`config.mk`:
```
export PLATFORM = sky130hd
export DESIGN_NAME = fifo_rd_drainer
export DESIGN_NICKNAME = d
export VERILOG_FILES = /design/src/rtl/fifo_rd_pkg.sv /design/src/rtl/fifo_rd_skid.sv /design/src/rtl/fifo_rd_drainer.sv
export SDC_FILE = /design/constraint.sdc
export NUM_CORES = 1
export LEC_CHECK = 0
export BUFFER_PORTS_ARGS = -buffer_cell sky130_fd_sc_hd__buf_2
export CORE_MARGIN = 4
export CORE_UTILIZATION = 25
export CTS_BUF_LIST = sky130_fd_sc_hd__clkbuf_4 sky130_fd_sc_hd__clkbuf_8
export CTS_CLUSTER_SIZE = 12
export DETAILED_ROUTE_END_ITERATION = 8
export SETUP_SLACK_MARGIN = 0.5
export SLEW_MARGIN = 20
export SYNTH_ARGS = -nofsm -noshare
export SYNTH_HDL_FRONTEND = slang
export SYNTH_HIERARCHICAL = 1
export SYNTH_SLANG_ARGS = --single-unit
export TNS_END_PERCENT = 5
```
`constraint.sdc`:
```
create_clock -name rd_clk -period 8.76 [get_ports rd_clk]
set_input_delay 2.628 -clock rd_clk [delete_from_list [all_inputs] [get_ports rd_clk]]
set_output_delay 2.628 -clock rd_clk [all_outputs]
set_load 0.05 [all_outputs]
```
`src/rtl/fifo_rd_pkg.sv`:
```
// ----------------------------------------------------------------------------
// fifo_rd_pkg: shared state type and sizing constants for the read drainer. Rev 1.0
// ----------------------------------------------------------------------------
`default_nettype none

package fifo_rd_pkg;

  typedef enum logic [1:0] {
    IDLE   = 2'd0,
    STREAM = 2'd1,
    SETTLE = 2'd2
  } rd_state_e;

  localparam int BUF_DEPTH = 2;
  localparam int STAT_W    = 16;

endpackage

`default_nettype wire

```
`src/rtl/fifo_rd_skid.sv`:
```
// ----------------------------------------------------------------------------
// fifo_rd_skid: 2-entry in-order output buffer with occupancy and head output. Rev 1.0
// ----------------------------------------------------------------------------
`default_nettype none

module fifo_rd_skid
  import fifo_rd_pkg::*;
#(
  parameter int Data_Width = 8
) (
  input  logic                  clk_i,
  input  logic                  rst_ni,
  input  logic                  push_i,
  input  logic [Data_Width-1:0] push_data_i,
  input  logic                  pop_i,
  output logic [1:0]            occ_o,
  output logic [Data_Width-1:0] head_o
);

  logic [Data_Width-1:0] mem_q [BUF_DEPTH];
  logic                  wr_ptr_q;
  logic                  rd_ptr_q;
  logic [1:0]            occ_q;
  logic [1:0]            occ_d;

  // Push and pop together leave occupancy unchanged.
  always_comb begin
    occ_d = occ_q;
    case ({push_i, pop_i})
      2'b10:   occ_d = occ_q + 2'd1;
      2'b01:   occ_d = occ_q - 2'd1;
      default: occ_d = occ_q;
    endcase
  end

  always_ff @(posedge clk_i) begin
    if (!rst_ni) begin
      for (int i = 0; i < BUF_DEPTH; i++) begin
        mem_q[i] <= '0;
      end
      wr_ptr_q <= 1'b0;
      rd_ptr_q <= 1'b0;
      occ_q    <= 2'd0;
    end else begin
      if (push_i) begin
        mem_q[wr_ptr_q] <= push_data_i;
        wr_ptr_q        <= ~wr_ptr_q;
      end
      if (pop_i) begin
        rd_ptr_q <= ~rd_ptr_q;
      end
      occ_q <= occ_d;
    end
  end

  assign occ_o  = occ_q;
  assign head_o = mem_q[rd_ptr_q];

endmodule

`default_nettype wire

```
`src/rtl/fifo_rd_drainer.sv`:
```
// ----------------------------------------------------------------------------
// fifo_rd_drainer: credit-based FIFO read consumer feeding a valid/ready stream.
// Optional FIFO_RD_STATS_EN adds words_read / stall_cycles counters. Rev 1.0
// ----------------------------------------------------------------------------
`default_nettype none

module fifo_rd_drainer
  import fifo_rd_pkg::*;
#(
  parameter int Data_Width = 8,
  parameter int Buf_Depth  = 2
) (
  input  logic                  rd_clk,
  input  logic                  rd_rstn,
  input  logic                  enable,
  input  logic                  flush,
  input  logic                  fifo_empty,
  input  logic                  fifo_half_full,
  output logic                  fifo_rd_en,
  input  logic [Data_Width-1:0] fifo_data_out,
  output logic                  m_valid,
  input  logic                  m_ready,
  output logic [Data_Width-1:0] m_data,
  output logic                  busy
`ifdef FIFO_RD_STATS_EN
  ,
  output logic [STAT_W-1:0]     words_read,
  output logic [STAT_W-1:0]     stall_cycles
`endif
);

  generate
    if (Buf_Depth != BUF_DEPTH) begin : g_bad_depth
      $error("fifo_rd_drainer: Buf_Depth must be 2");
    end
  endgenerate

  rd_state_e  state_q;
  rd_state_e  state_d;
  logic       inflight_q;
  logic [1:0] occ;
  logic       pop_out;
  logic [2:0] credit;

  assign pop_out = m_valid && m_ready;

  // Words already owned (buffered or in flight) after this cycle's output pop.
  assign credit = {1'b0, occ} + {2'b00, inflight_q} - {2'b00, pop_out};

  assign fifo_rd_en = (state_q == STREAM) && !fifo_empty && (credit < 3'd2);

  always_comb begin
    state_d = state_q;
    case (state_q)
      IDLE: begin
        if (enable && !fifo_empty && (fifo_half_full || flush)) begin
          state_d = STREAM;
        end
      end
      STREAM: begin
        if (!enable || (fifo_empty && !flush && !fifo_rd_en)) begin
          state_d = SETTLE;
        end
      end
      SETTLE: begin
        if (!inflight_q) begin
          state_d = IDLE;
        end
      end
      default: state_d = IDLE;
    endcase
  end

  always_ff @(posedge rd_clk) begin
    if (!rd_rstn) begin
      state_q    <= IDLE;
      inflight_q <= 1'b0;
    end else begin
      state_q    <= state_d;
      inflight_q <= fifo_rd_en;
    end
  end

  fifo_rd_skid #(
    .Data_Width (Data_Width)
  ) u_skid (
    .clk_i       (rd_clk),
    .rst_ni      (rd_rstn),
    .push_i      (inflight_q),
    .push_data_i (fifo_data_out),
    .pop_i       (pop_out),
    .occ_o       (occ),
    .head_o      (m_data)
  );

  assign m_valid = (occ != 2'd0);
  assign busy    = (state_q != IDLE) || (occ != 2'd0);

`ifdef FIFO_RD_STATS_EN
  logic [STAT_W-1:0] words_read_q;
  logic [STAT_W-1:0] stall_cycles_q;

  always_ff @(posedge rd_clk) begin
    if (!rd_rstn) begin
      words_read_q   <= '0;
      stall_cycles_q <= '0;
    end else begin
      if (inflight_q) begin
        words_read_q <= words_read_q + 1'b1;
      end
      if (m_valid && !m_ready && (stall_cycles_q != {STAT_W{1'b1}})) begin
        stall_cycles_q <= stall_cycles_q + 1'b1;
      end
    end
  end

  assign words_read   = words_read_q;
  assign stall_cycles = stall_cycles_q;
`endif

endmodule

`default_nettype wire

```
======== Yosys cells after proc, flatten, opt, wreduce, memory -nomap -nowiden ========
Memory sizes are Yosys's and may differ from the RTL's. A register that Yosys moved wholly into a read port is not among the register bits.
Index checks and enable logic that the tools add are counted.
storage, ports and cells
  bits in registers ....................... 7
  bits in writable memories ............... 16
  bits of input ports ..................... 15
  word-level logic and storage cells ...... 54
  memories ................................ 1
operators by class
  add/sub/neg operators ................... 4
  magnitude comparators ................... 1
  eq/ne operators ......................... 7
  multiplexer cells ....................... 14
  bitwise gates (word level) .............. 2
  reductions and logical operators ........ 20
memory list
  memory        words  bits a word  rd ports  clocked after Yosys merged registers in  write ports  line                RTL
  u_skid.mem_q  2      8            1         1                                        2            fifo_rd_skid.sv:20  logic [Data_Width-1:0] mem_q [BUF_DEPTH];
operator list
  cell                                                                           count
  1-bit two-way mux                                                              8
  8-bit two-way mux                                                              1
  8-bit OR reduction                                                             1
  1-bit logical AND                                                              7
  2-bit two-way mux                                                              3
  2-bit one-hot mux with 3 select lines                                          1
  2-bit nonzero test                                                             3
  2-bit by 1-bit == test with 1-bit output (second input constant)               2
  2-bit == test (second input constant)                                          2
  1-bit logical NOT                                                              4
  2-bit != test (second input constant)                                          2
  2-bit one-hot mux with 2 select lines                                          1
  2-bit by 1-bit adder with 3-bit output                                         1
  1-bit logical OR                                                               3
  3-bit by 2-bit less-than comparator with 1-bit output (second input constant)  1
  3-bit AND reduction                                                            1
  3-bit by 1-bit subtractor with 3-bit output                                    1
  2-bit by 1-bit adder with 2-bit output (second input constant)                 1
  2-bit logical NOT                                                              1
  2-bit by 1-bit != test with 1-bit output (second input constant)               1
  1-bit NOT                                                                      2
  2-bit by 1-bit subtractor with 2-bit output (second input constant)            1

======== Longest topological paths before layout ========
  depth after elaboration ................. 10
  gate-level depth with buffers ........... 8

======== Cells and area by module ========
Netlist, hierarchy kept.
modules (own cells, without submodules)
  module           instances  cells each  area each (um2)  sequential area each (um2)
  fifo_rd_skid     1          73          884.6            580.6
  fifo_rd_drainer  1          23          206.4            60.1

======== Worst setup path after synthesis ========
No wires, ideal clock.
  path type ............................... input-to-output
  start ................................... input m_ready
  end ..................................... output fifo_rd_en
  arrival ................................. 4,454 ps
  setup slack ............................. 1,678 ps
  stages on the path ...................... 6
  path buffers ............................ 0
  path through ............................ and2_2 -> ha_1 -> nand2b_1 -> fa_1 -> nand4bb_1 -> nor2_1
between the ends
  word-level cells in the longest chain between the ends .. 4
RTL lines
  item                                                   line                   RTL
  start, declared                                        fifo_rd_drainer.sv:22  input logic m_ready,
  1-bit logical AND                                      fifo_rd_drainer.sv:45  assign pop_out = m_valid && m_ready;
  3-bit by 1-bit subtractor with 3-bit output            fifo_rd_drainer.sv:48  assign credit = {1'b0, occ} + {2'b00, inflight_q} - {2'b00, pop_out};
  3-bit by 2-bit less-than comparator with 1-bit output  fifo_rd_drainer.sv:50  assign fifo_rd_en = (state_q == STREAM) && !fifo_empty && (credit < 3'd2);
  1-bit logical AND                                      fifo_rd_drainer.sv:50
  end, declared                                          fifo_rd_drainer.sv:19  output logic fifo_rd_en,
No other way between the ends.

======== Worst setup path in the final report ========
  start ................................... input m_ready
  end ..................................... output fifo_rd_en
between the ends
  word-level cells in the longest chain between the ends .. 4
RTL lines
  item                                                   line                   RTL
  1-bit logical AND                                      fifo_rd_drainer.sv:45
  named net pop_out                                      fifo_rd_drainer.sv:42  logic pop_out;
  3-bit by 1-bit subtractor with 3-bit output            fifo_rd_drainer.sv:48
  3-bit by 2-bit less-than comparator with 1-bit output  fifo_rd_drainer.sv:50
  1-bit logical AND                                      fifo_rd_drainer.sv:50
The timed path passes the listed nets, and every way through them passes these cells.

==> impl_metrics.yaml <==
yosys:
  syn_inst: 96
  ys_warn_count: 6
  synthDistinctLibCells: 25
  syn-cell-area_um2: 1090
  ys_ff_latch: 24
  synth_fp_nets: 114
  synth.avg_cell_area_um2: 11.4
  yosysSeqAreaShare_pct: 58.7
cts:
  htree_levels: 1
  cts.clk_slew.worst_paths_ps: 80
  post-cts-setup-buffer-count: 0
  cts_buffers: 3
  cts_root_buf: "clkbuf_8"
  clock_latency_ps: 270
  ctsResizeCount: 0
  cts_tree: "yes"
  clk_path_buf_depth: 2
  cts-hold-fix-buffers: 0
  clock_sinks: 24
detailed_routing:
  antenna_left: 0
  drt_iter0_drc: 51
  wl_per_cell_um: 12.5
  vias: 747
  via_per_inst: 4.34
  drc: 0
  drt_pre_antenna_iters: 4
  routed_wl_mm: 2.14
pwr:
  switching_share_pct: 22.8
  pwr-share-seq_pct: 50.0
  p_switching_w: 0.0000575
  p_int_w: 0.000195
  fin_total_pwr_w: 0.000252
  p_leak_nw: 0.551
  peakVddDrop_v: 0.0000833
  share_comb_of_total_power_pct: 11.7
  power_frac_clock_pct: 38.4
  power_density_nw_per_um2: 189
place:
  dp.final_hpwl_mm: 1.57
  dp_slack_ps: 1800
  gp_congestion: 0.695
  port_buffers: 25
  place_inst: 168
worst_setup_path:
  required_ps: 6130
  worst_path_dominant_cell_family: "adder cells"
  cp_num_buf_inv: 2
  reg2reg_depth: 8
  crit_chain: "buf_2 -> and2_2 -> ha_1 -> nand2b_1 -> fa_1 -> nand4bb_1 -> nor2_1 -> buf_2"
  cp-end-kind: "output port"
  crit_top_cell: "buf_2"
  cp.arrival_ps: 4340
  critical_path.max_stage_delay_ps: 480
  crit_type: "in2out"
  crit_slowest_cell: "fa_1"
  cp.depth: 8
  cp_max_fo: 3
  startpoint_type: "input pin"
cells_and_area:
  final_cells: 172
  drive_gt1_share_pct: 32.8
  final_cell_mix: "buf_2 (25), nor2_1 (17), edfxtp_1 (16), nand2_1 (13)"
  antennaDiodeCount: 0
  seq_area_um2: 641
  final_common_cell: "buf_2"
  fill_cells: 438
  nNetsFinal: 141
  area_growth_pct: 22.4
  multi_input_area_um2: 420
sta:
  tns_ps: 0
  timing.final.crit_share_pct: 79.5
  fin_worst_skew_ps: 9.15
  hold_violations: 0
  slew_headroom_pct: 74.3
  setup_ws_ps: 1790
  final-setup-viol-count: 0
  rsz0062_at_grt: "no"
  layout_min_cycle_time_ps: 6970
  slew_violations: 0
  hold_slack_ps: 479
  worstMarginPinSlew_ps: 384
  fmax_ghz: 0.144
floorplanning:
  die_w_um: 74.1
  io_pins: 26
  die_h_um: 74.1
  initial_core_util_pct: 26.5
  core_area_um2: 4120
  num_rows: 23
  die_area_um2: 5480
hold_path:
  holdCritPathClass: "reg2reg"
  min_delay_path_depth: 1
global_routing:
  antenna_found_initial: 0
  use_met3_pct: 3.38
  grt_use_total_pct: 8.80
  grt.busiest_layer: "met2"
  overflow: 0
  gr-usage-met2_pct: 16.9
  gr-usage-met1_pct: 9.44
  grt_pass1_vias: 833
  grt_pass1_wl_mm: 3.73
  grt_max_degree: 20
flow_run:
  max-cap-violations: 0
run_status:
  status: "complete, no violations"
-- state kept, by name, summed over array words and instances, names as in the netlist, named ones only --
| signal | cells |
|---|---|
| state_q | 2 |
| u_skid/occ_o | 2 |
| u_skid/mem_q | 16 |
| inflight_q | 1 |
| u_skid/wr_ptr_q | 1 |
| u_skid/rd_ptr_q | 1 |
-- power by group through the flow --
stage	Combinational [W]	Clock [W]	Sequential, W
final	0.0000295	0.0000969	0.000126
after global routing	0.0000320	0.000107	0.000127
after CTS	0.0000300	0.000101	0.000126
after detailed placement	0.0000298	0	0.000129
after global placement	0.0000292	0	0.000129
after floorplan	0.0000218	0	0.000128
-- kinds of logic (layout without fill, tap and decap cells) --
| family | after synthesis | in the layout | synth area share, % |
|---|---|---|---|
| DFF | 24 | 24 | 58.7 |
| xor gates and xnor gates | 4 | 4 | 3.21 |
| muxes | 8 | 8 | 8.26 |
| buffers and inverters | 7 | 33 | 2.75 |
| and+or+nand+nor | 44 | 44 | 19.3 |
| AOI/OAI and AO/OA | 6 | 6 | 3.67 |
| adders and majority gates | 3 | 3 | 4.13 |
-- stage by stage --
stage / utilization (%) / area, µm²
floorplan: - / 1090
global placement: 30.7 / 1260
detailed placement: 30.7 / 1260
CTS: 32.4 / 1340
global route: 32.4 / 1340
finish: 32.4 / 1340
-- worst paths after layout --
kind / startpoint / slack (ps) / endpoint
worst max-delay path: m_ready / 1790 / fifo_rd_en
worst min-delay path: state_q[1] / 480 / state_q[0]
worst max register to register: u_skid/occ_o[1] / 6580 / inflight_q
worst min register to register: state_q[1] / 480 / state_q[0]
-- per-layer routing --
| metal | vias up | routed length (µm) | part of all wire [%] |
|---|---|---|---|
| li1 | 375 | - | - |
| met3 | 0 | 173 | 8.1 |
| met2 | 22 | 1110 | 52 |
| met1 | 350 | 863 | 40 |
| met5 | - | 0 | 0 |
| met4 | 0 | 0 | 0 |
-- worst register-to-register path, cell delays in order (launching register included) --
cell       delay, ps
dfxtp_1          370
or2_4            250
and2_2           220
ha_1             260
nand2b_1         150
fa_1             480
nand4bb_1        100
nor2_1           150
and2_1           130
-- cell usage after synthesis --
cell / number / share of area [%]
fa_1: 1 / 1.8
nor4b_1: 1 / 0.80
and2_2: 1 / 0.69
or2_2: 1 / 0.57
o21ai_0: 2 / 0.92
a41o_1: 1 / 0.92
and2_1: 4 / 2.3
nor2_1: 17 / 5.8
nand2_1: 13 / 4.5
a21boi_0: 1 / 0.69
or3_1: 2 / 1.1
a21boi_1: 1 / 0.69
inv_1: 4 / 1.4
ha_1: 2 / 2.3
nand2b_1: 2 / 1.1
nand4bb_1: 1 / 1.0
nor3_1: 1 / 0.46
or2_4: 1 / 0.80
dfxtp_1: 8 / 15
a21oi_1: 1 / 0.46
edfxtp_1: 16 / 44
mux2_2: 8 / 8.3
xor2_1: 2 / 1.6
xnor2_1: 2 / 1.6
buf_2: 3 / 1.4
-- cell type report --
type	instances	share of cell area, %
clock inverter	1	2.25
sequential	24	48.0
clock buffer	3	3.09
inverter	4	1.12
multi-input combinational	65	31.5
tap	50	4.69
timing repair buffer	25	9.37
(Power assumes the default switching activity.)
